==> config.mk <==
export PLATFORM = sky130hd
export DESIGN_NAME = bus_arbiter_mem_flat
export DESIGN_NICKNAME = d
export VERILOG_FILES = /design/src/rtl/bus_arbiter_mem_if.sv /design/src/rtl/bus_arbiter_mem.sv /design/src/flat_wrapper.sv
export SDC_FILE = /design/constraint.sdc
export NUM_CORES = 2
export LEC_CHECK = 0
export ABC_AREA = 1
export CAP_MARGIN = 20
export CORE_ASPECT_RATIO = 0.75
export CORE_UTILIZATION = 30
export DETAILED_ROUTE_END_ITERATION = 16
export PLACE_DENSITY_LB_ADDON = 0.3
export REMOVE_ABC_BUFFERS = 1
export SKIP_CTS_REPAIR_TIMING = 1
export SYNTH_ARGS = -nofsm -noshare
export SYNTH_HDL_FRONTEND = slang
export SYNTH_SLANG_ARGS = --single-unit
==> constraint.sdc <==
create_clock -name CC_clk -period 3.91 [get_ports CC_clk]
set_input_delay 1.173 -clock CC_clk [delete_from_list [all_inputs] [get_ports CC_clk]]
set_output_delay 1.173 -clock CC_clk [all_outputs]
set_load 0.02 [all_outputs]
==> src/rtl/bus_arbiter_mem_if.sv <==
// Request/response signal bundle between the two cache controllers and the bus arbiter.
// master = controller side, slave = arbiter/memory side.
interface bus_arbiter_mem_if #(
  parameter int ADDR_W = 8,
  parameter int DATA_W = 8
);
  logic              bus_access0;
  logic              write_opn0;
  logic [ADDR_W-1:0] addr0;
  logic [DATA_W-1:0] wdata0;
  logic              bus_access1;
  logic              write_opn1;
  logic [ADDR_W-1:0] addr1;
  logic [DATA_W-1:0] wdata1;

  logic              finish0;
  logic              finish1;
  logic [DATA_W-1:0] out_data_Mem;
  logic              flag_snoop0;
  logic [ADDR_W-1:0] snoop_address0;
  logic              flag_snoop1;
  logic [ADDR_W-1:0] snoop_address1;
  logic              bus_busy;

  modport master (
    output bus_access0, write_opn0, addr0, wdata0,
    output bus_access1, write_opn1, addr1, wdata1,
    input  finish0, finish1, out_data_Mem,
    input  flag_snoop0, snoop_address0, flag_snoop1, snoop_address1, bus_busy
  );

  modport slave (
    input  bus_access0, write_opn0, addr0, wdata0,
    input  bus_access1, write_opn1, addr1, wdata1,
    output finish0, finish1, out_data_Mem,
    output flag_snoop0, snoop_address0, flag_snoop1, snoop_address1, bus_busy
  );
endinterface

==> src/rtl/bus_arbiter_mem.sv <==
// Round-robin arbiter for two cache controllers in front of a fixed-latency main memory,
// with a snoop-invalidate broadcast to the other controller on every completed write.
//
// state | meaning
// IDLE  | no transaction in flight; grants a pending requester on this edge
// BUSY  | granted transaction counting down; completes when cnt reaches 0
module bus_arbiter_mem #(
  parameter int MEM_LATENCY = 2,
  parameter int ADDR_W      = 8,
  parameter int DATA_W      = 8
) (
  input logic               CC_clk,
  input logic               rst,
  bus_arbiter_mem_if.slave  bus
);
  localparam int DEPTH = 1 << ADDR_W;
  localparam int CNT_W = 4;

  typedef enum logic {IDLE, BUSY} state_t;

  state_t            state;
  logic [CNT_W-1:0]  cnt;
  logic [1:0]        pending;
  logic [1:0]        slot_wr;
  logic [ADDR_W-1:0] slot_addr [2];
  logic [DATA_W-1:0] slot_data [2];
  logic              last_grant;
  logic              grant;
  logic              cur_wr;
  logic [ADDR_W-1:0] cur_addr;
  logic [DATA_W-1:0] cur_data;
  logic [DATA_W-1:0] mem [DEPTH];

  logic [1:0]        req_v;
  logic [1:0]        req_wr;
  logic [ADDR_W-1:0] req_addr [2];
  logic [DATA_W-1:0] req_data [2];
  logic              sel;

  always_comb begin
    req_v       = {bus.bus_access1, bus.bus_access0};
    req_wr      = {bus.write_opn1, bus.write_opn0};
    req_addr[0] = bus.addr0;
    req_addr[1] = bus.addr1;
    req_data[0] = bus.wdata0;
    req_data[1] = bus.wdata1;
    // On a tie the requester that did not win last time goes next.
    sel = (pending == 2'b11) ? ~last_grant : pending[1];
  end

  always_ff @(posedge CC_clk) begin
    if (rst) begin
      state              <= IDLE;
      cnt                <= '0;
      pending            <= '0;
      slot_wr            <= '0;
      slot_addr[0]       <= '0;
      slot_addr[1]       <= '0;
      slot_data[0]       <= '0;
      slot_data[1]       <= '0;
      last_grant         <= 1'b1;
      grant              <= 1'b0;
      cur_wr             <= 1'b0;
      cur_addr           <= '0;
      cur_data           <= '0;
      bus.finish0        <= 1'b0;
      bus.finish1        <= 1'b0;
      bus.out_data_Mem   <= '0;
      bus.flag_snoop0    <= 1'b0;
      bus.snoop_address0 <= '0;
      bus.flag_snoop1    <= 1'b0;
      bus.snoop_address1 <= '0;
      bus.bus_busy       <= 1'b0;
      for (int i = 0; i < DEPTH; i++) mem[i] <= '0;
    end else begin
      bus.finish0     <= 1'b0;
      bus.finish1     <= 1'b0;
      bus.flag_snoop0 <= 1'b0;
      bus.flag_snoop1 <= 1'b0;

      for (int i = 0; i < 2; i++) begin
        if (req_v[i] && !pending[i]) begin
          pending[i]   <= 1'b1;
          slot_wr[i]   <= req_wr[i];
          slot_addr[i] <= req_addr[i];
          slot_data[i] <= req_data[i];
        end
      end

      case (state)
        IDLE: begin
          if (|pending) begin
            grant        <= sel;
            last_grant   <= sel;
            pending[sel] <= 1'b0;
            // Slot is copied so a new request from the same controller can be queued during BUSY.
            cur_wr       <= slot_wr[sel];
            cur_addr     <= slot_addr[sel];
            cur_data     <= slot_data[sel];
            cnt          <= CNT_W'(MEM_LATENCY - 1);
            bus.bus_busy <= 1'b1;
            state        <= BUSY;
          end
        end
        BUSY: begin
          if (cnt != '0) begin
            cnt <= cnt - 1'b1;
          end else begin
            if (cur_wr) begin
              mem[cur_addr] <= cur_data;
              if (grant) begin
                bus.flag_snoop0    <= 1'b1;
                bus.snoop_address0 <= cur_addr;
              end else begin
                bus.flag_snoop1    <= 1'b1;
                bus.snoop_address1 <= cur_addr;
              end
            end else begin
              bus.out_data_Mem <= mem[cur_addr];
            end
            if (grant) bus.finish1 <= 1'b1;
            else       bus.finish0 <= 1'b1;
            bus.bus_busy <= 1'b0;
            state        <= IDLE;
          end
        end
        default: state <= IDLE;
      endcase
    end
  end
endmodule

==> src/flat_wrapper.sv <==
// flat-port wrapper written by rule: the top's interface ports become plain ports
module bus_arbiter_mem_flat 
#(
  parameter int MEM_LATENCY = 2,
  parameter int ADDR_W      = 8,
  parameter int DATA_W      = 8
)
  (CC_clk, rst, bus_bus_access0, bus_write_opn0, bus_addr0, bus_wdata0, bus_bus_access1, bus_write_opn1, bus_addr1, bus_wdata1, bus_finish0, bus_finish1, bus_out_data_Mem, bus_flag_snoop0, bus_snoop_address0, bus_flag_snoop1, bus_snoop_address1, bus_bus_busy);
  bus_arbiter_mem_if #(.ADDR_W(ADDR_W), .DATA_W(DATA_W)) bus_i ();
  input logic CC_clk;
  input logic rst;
  input wire logic [$bits(bus_i.bus_access0)-1:0] bus_bus_access0;
  input wire logic [$bits(bus_i.write_opn0)-1:0] bus_write_opn0;
  input wire logic [$bits(bus_i.addr0)-1:0] bus_addr0;
  input wire logic [$bits(bus_i.wdata0)-1:0] bus_wdata0;
  input wire logic [$bits(bus_i.bus_access1)-1:0] bus_bus_access1;
  input wire logic [$bits(bus_i.write_opn1)-1:0] bus_write_opn1;
  input wire logic [$bits(bus_i.addr1)-1:0] bus_addr1;
  input wire logic [$bits(bus_i.wdata1)-1:0] bus_wdata1;
  output wire logic [$bits(bus_i.finish0)-1:0] bus_finish0;
  output wire logic [$bits(bus_i.finish1)-1:0] bus_finish1;
  output wire logic [$bits(bus_i.out_data_Mem)-1:0] bus_out_data_Mem;
  output wire logic [$bits(bus_i.flag_snoop0)-1:0] bus_flag_snoop0;
  output wire logic [$bits(bus_i.snoop_address0)-1:0] bus_snoop_address0;
  output wire logic [$bits(bus_i.flag_snoop1)-1:0] bus_flag_snoop1;
  output wire logic [$bits(bus_i.snoop_address1)-1:0] bus_snoop_address1;
  output wire logic [$bits(bus_i.bus_busy)-1:0] bus_bus_busy;
  assign bus_i.bus_access0 = bus_bus_access0;
  assign bus_i.write_opn0 = bus_write_opn0;
  assign bus_i.addr0 = bus_addr0;
  assign bus_i.wdata0 = bus_wdata0;
  assign bus_i.bus_access1 = bus_bus_access1;
  assign bus_i.write_opn1 = bus_write_opn1;
  assign bus_i.addr1 = bus_addr1;
  assign bus_i.wdata1 = bus_wdata1;
  assign bus_finish0 = bus_i.finish0;
  assign bus_finish1 = bus_i.finish1;
  assign bus_out_data_Mem = bus_i.out_data_Mem;
  assign bus_flag_snoop0 = bus_i.flag_snoop0;
  assign bus_snoop_address0 = bus_i.snoop_address0;
  assign bus_flag_snoop1 = bus_i.flag_snoop1;
  assign bus_snoop_address1 = bus_i.snoop_address1;
  assign bus_bus_busy = bus_i.bus_busy;
  bus_arbiter_mem #(.MEM_LATENCY(MEM_LATENCY), .ADDR_W(ADDR_W), .DATA_W(DATA_W)) u_core (.CC_clk(CC_clk), .rst(rst), .bus(bus_i));
endmodule
==> results.md <==
- Sequential cell area: 63,600 sq um
- Final Skew: 0.0854 ns
- Reg-to-reg endpoint: u_core.mem[212][5]
- CP max FO: 9
- Average wire per standard cell: 20.8 um
- Worst min-delay path class: flop to flop
- CTS Root Cell: clkbuf_16
- Clk pwr share: 0.370
- Final wirelength: 317,000 um
- Switching part of the total: 0.281
- Max H-tree Level: 4
- Post-route ant nets: 0
- Max Freq: 281 MHz
- Netlist Area Pre-Place: 97,100 sq um
- Hold EP: u_core.last_grant
- Met2 Wirelength: 135,000 um
- Hold WS: 0.460 ns
- Max_cap viols: 0
- DR DRC count: 0
- Hold path cells: 2
- Clock transition at path regs: 0.06 ns
- Post-layout minimum cycle time: 3.56 ns
- Global-route wire length before repair: 464,000 um
- Post-DP HPWL: 199,000 um
- Crit path launch type: flop
- Leakage Power: 43.4 nW
- Share of layout cells above drive strength 1: 0.0691
- CP required: 4.40 ns
- Die area: 326,000 sq um
- Worst-Margin Slew: 1.19 ns
- IO buf count: 66
- Vias per cell: 4.83
- CTS Buffer Depth: 4
- Initial antenna violation count: 12
- Clock Latency Late Sink: 0.89 ns
- Max layer used: met4
- Die X: 659 um
- Peak VDD IR: 0.364 mV
- Switching power: 14.9 mW
- Relative slew margins: 0.204
- Synthesis Warnings: 0
- Pre-antenna DRT Iters: 6
- CTS tree: built
- Hold path start: u_core.last_grant
- Core footprint: 321,000 sq um
- Sequential power share: 0.493
- Synth Instances: 10,800
- Final Hold Fails: 0
- Most common cell after layout, fill and taps aside: nand2_1
- Met1 WL: 146,000 um
- Slew Viols, Final: 0
- Clock sinks: 2,137
- Worst reg-to-reg setup slack: 0.35 ns
- Reg2reg start: u_core.cur_addr[2]
- Fill cell count: 33,088
- Syn Area/Cell: 8.99 sq um
- Critical path class: flop to flop
- Leading cell types in the layout, fill and taps excluded: nand2_1 (4,981), nor2_1 (2,433), edfxtp_1 (2,080), buf_4 (326), clkbuf_16 (215)
- Initial Util: 0.302
- Reg2Reg Depth: 6
- Final period util: 0.910
- Multi-input logic area: 30,700 sq um
- Nets@finish: 10,849
- Area delta synth->final: 14.5%
- Placer Congestion: 0.883
- FF+latch count, synth: 2,137
- Die Y-Extent: 495 um
- TNS Setup: 0 ns
- Vias in the first global route: 69,705
- Post-synth cell types: 28
- Pin count of the biggest net entering global routing: 104
- Total CTS buffers: 212
- Cell row count: 180
- Met3 WL: 30,100 um
- Setup-failing EPs final: 0
- Initial DRC count: 8,542
- RSZ-0062 raised after global routing: no
- Vias: 73,604
- Sequential-to-total area share from yosys stat: 0.655
- Comb pwr share: 0.137
- I/O pin count: 67
- GRT Util Overall: 0.190
- Status: completed
- Crit path DAT: 4.05 ns
- Total grt overflow: 0
- Cell-internal power: 38.1 mW
- CP Capture Type: flop
- Pwr/cell area: 477 nW/um^2
==> synth_stat cells <==
master    count  area (sq um)
a22oi_1       8          60.1
a21boi_0      1          7.51
edfxtp_1   2080         62500
nand3_1     143           716
nor2_1     2455          9220
o21ai_1       1          5.00
o21ai_0     101           505
nor3_4        3          48.8
nor2_2        2          12.5
nor3_2        9          90.1
buf_1        47           176
dfxtp_1      57          1140
buf_2        89           445
clkinv_1      3          11.3
nand2_2      21           131
a21oi_1      93           465
ha_1          1          12.5
inv_1        64           240
or2_2         1          6.26
nor3_1       14          70.1
clkbuf_1    540          2030
buf_6         1          11.3
a31oi_1      17           106
inv_2        12          45.0
buf_4         2          15.0
nand2_1    4982         18700
xnor2_1       1          8.76
nand4_1      52           325
==> kinds of logic after synthesis <==
kind of cell / after synthesis / synth area share
AND/OR/NAND/NOR: 7682 / 0.302
adder cells (fa/ha/maj): 1 / 0.000129
buffers and inverters: 758 / 0.0306
XOR/XNOR: 1 / 0.0000903
flip-flops: 2137 / 0.655
AO/OA/AOI/OAI: 221 / 0.0118
==> worst max-delay path, stage by stage, from the launching register on <==
cell and delay (ns):
dfxtp_1 0.48, inv_1 0.17, nor2_4 0.34, clkinv_1 0.61, nor2_4 0.81, nand2_1 0.36
nand2_1 0.37
==> state kept, by name (all words and copies together) (netlist names) <==
name	flops
u_core.bus.out_data_Mem	8
u_core.bus.flag_snoop1	1
u_core.last_grant	1
u_core.pending	2
u_core.cur_addr	8
u_core.bus.finish0	1
u_core.slot_wr	2
u_core.cur_wr	1
u_core.bus.flag_snoop0	1
u_core.slot_addr	16
u_core.cnt	4
u_core.bus.snoop_address1	8
u_core.bus.finish1	1
u_core.bus.snoop_address0	8
u_core.grant	1
u_core.bus.bus_busy	1
u_core.cur_data	8
u_core.slot_data	16
u_core.mem	2048
u_core.state	1
==> per-stage QoR <==
step	power (mW)	area, sq um	setup WS, ns	std cells	util
global route	54.7	111000	0.200	15251	0.346
CTS	53.2	111000	0.373	15250	0.346
finish	53.0	111000	0.351	15252	0.346
detailed placement	33.8	105000	0.208	14873	0.326
global placement	33.8	105000	0.201	14873	0.326
floorplan	30.6	94400	-36.70	10121	-
==> worst max path at each step <==
stage                       startpoint                  to  slack, ns  cells after the start
finish              u_core.cur_addr[2]  u_core.mem[212][5]       0.35                      6
global route        u_core.cur_addr[2]  u_core.mem[212][7]       0.20                      6
CTS                 u_core.cur_addr[2]  u_core.mem[212][7]       0.37                      6
detailed placement                 rst  u_core.mem[161][6]       0.21                      8
global placement                   rst  u_core.mem[161][6]       0.20                      8
floorplan           u_core.cur_addr[0]  u_core.mem[110][0]     -36.70                      5
==> layout make-up <==
cell class | instances | area share
sequential | 2137 | 0.573
multi-input combinational | 7905 | 0.276
clock buffer | 285 | 0.0508
tap | 4277 | 0.0482
timing repair buffer | 475 | 0.0429
clock inverter | 92 | 0.00586
inverter | 79 | 0.00353
antenna | 2 | 0.0000451
==> layer usage <==
| metal | GRT usage | vias to the layer above |
|---|---|---|
| met5 | 0 | - |
| met4 | 0.0397 | 0 |
| met3 | 0.0379 | 366 |
| met2 | 0.283 | 2949 |
| met1 | 0.285 | 35604 |
| li1 | - | 34685 |
==> power groups by stage <==
stage               Combinational [mW]  Sequential, mW  Clock [mW]
CTS                               7.18            26.1        19.8
global placement                  7.17            26.6           0
detailed placement                7.16            26.6           0
floorplan                         3.82            26.8           0
global route                      7.79            26.2        20.7
finish                            7.25            26.1        19.6
(Power assumes the default switching activity.)
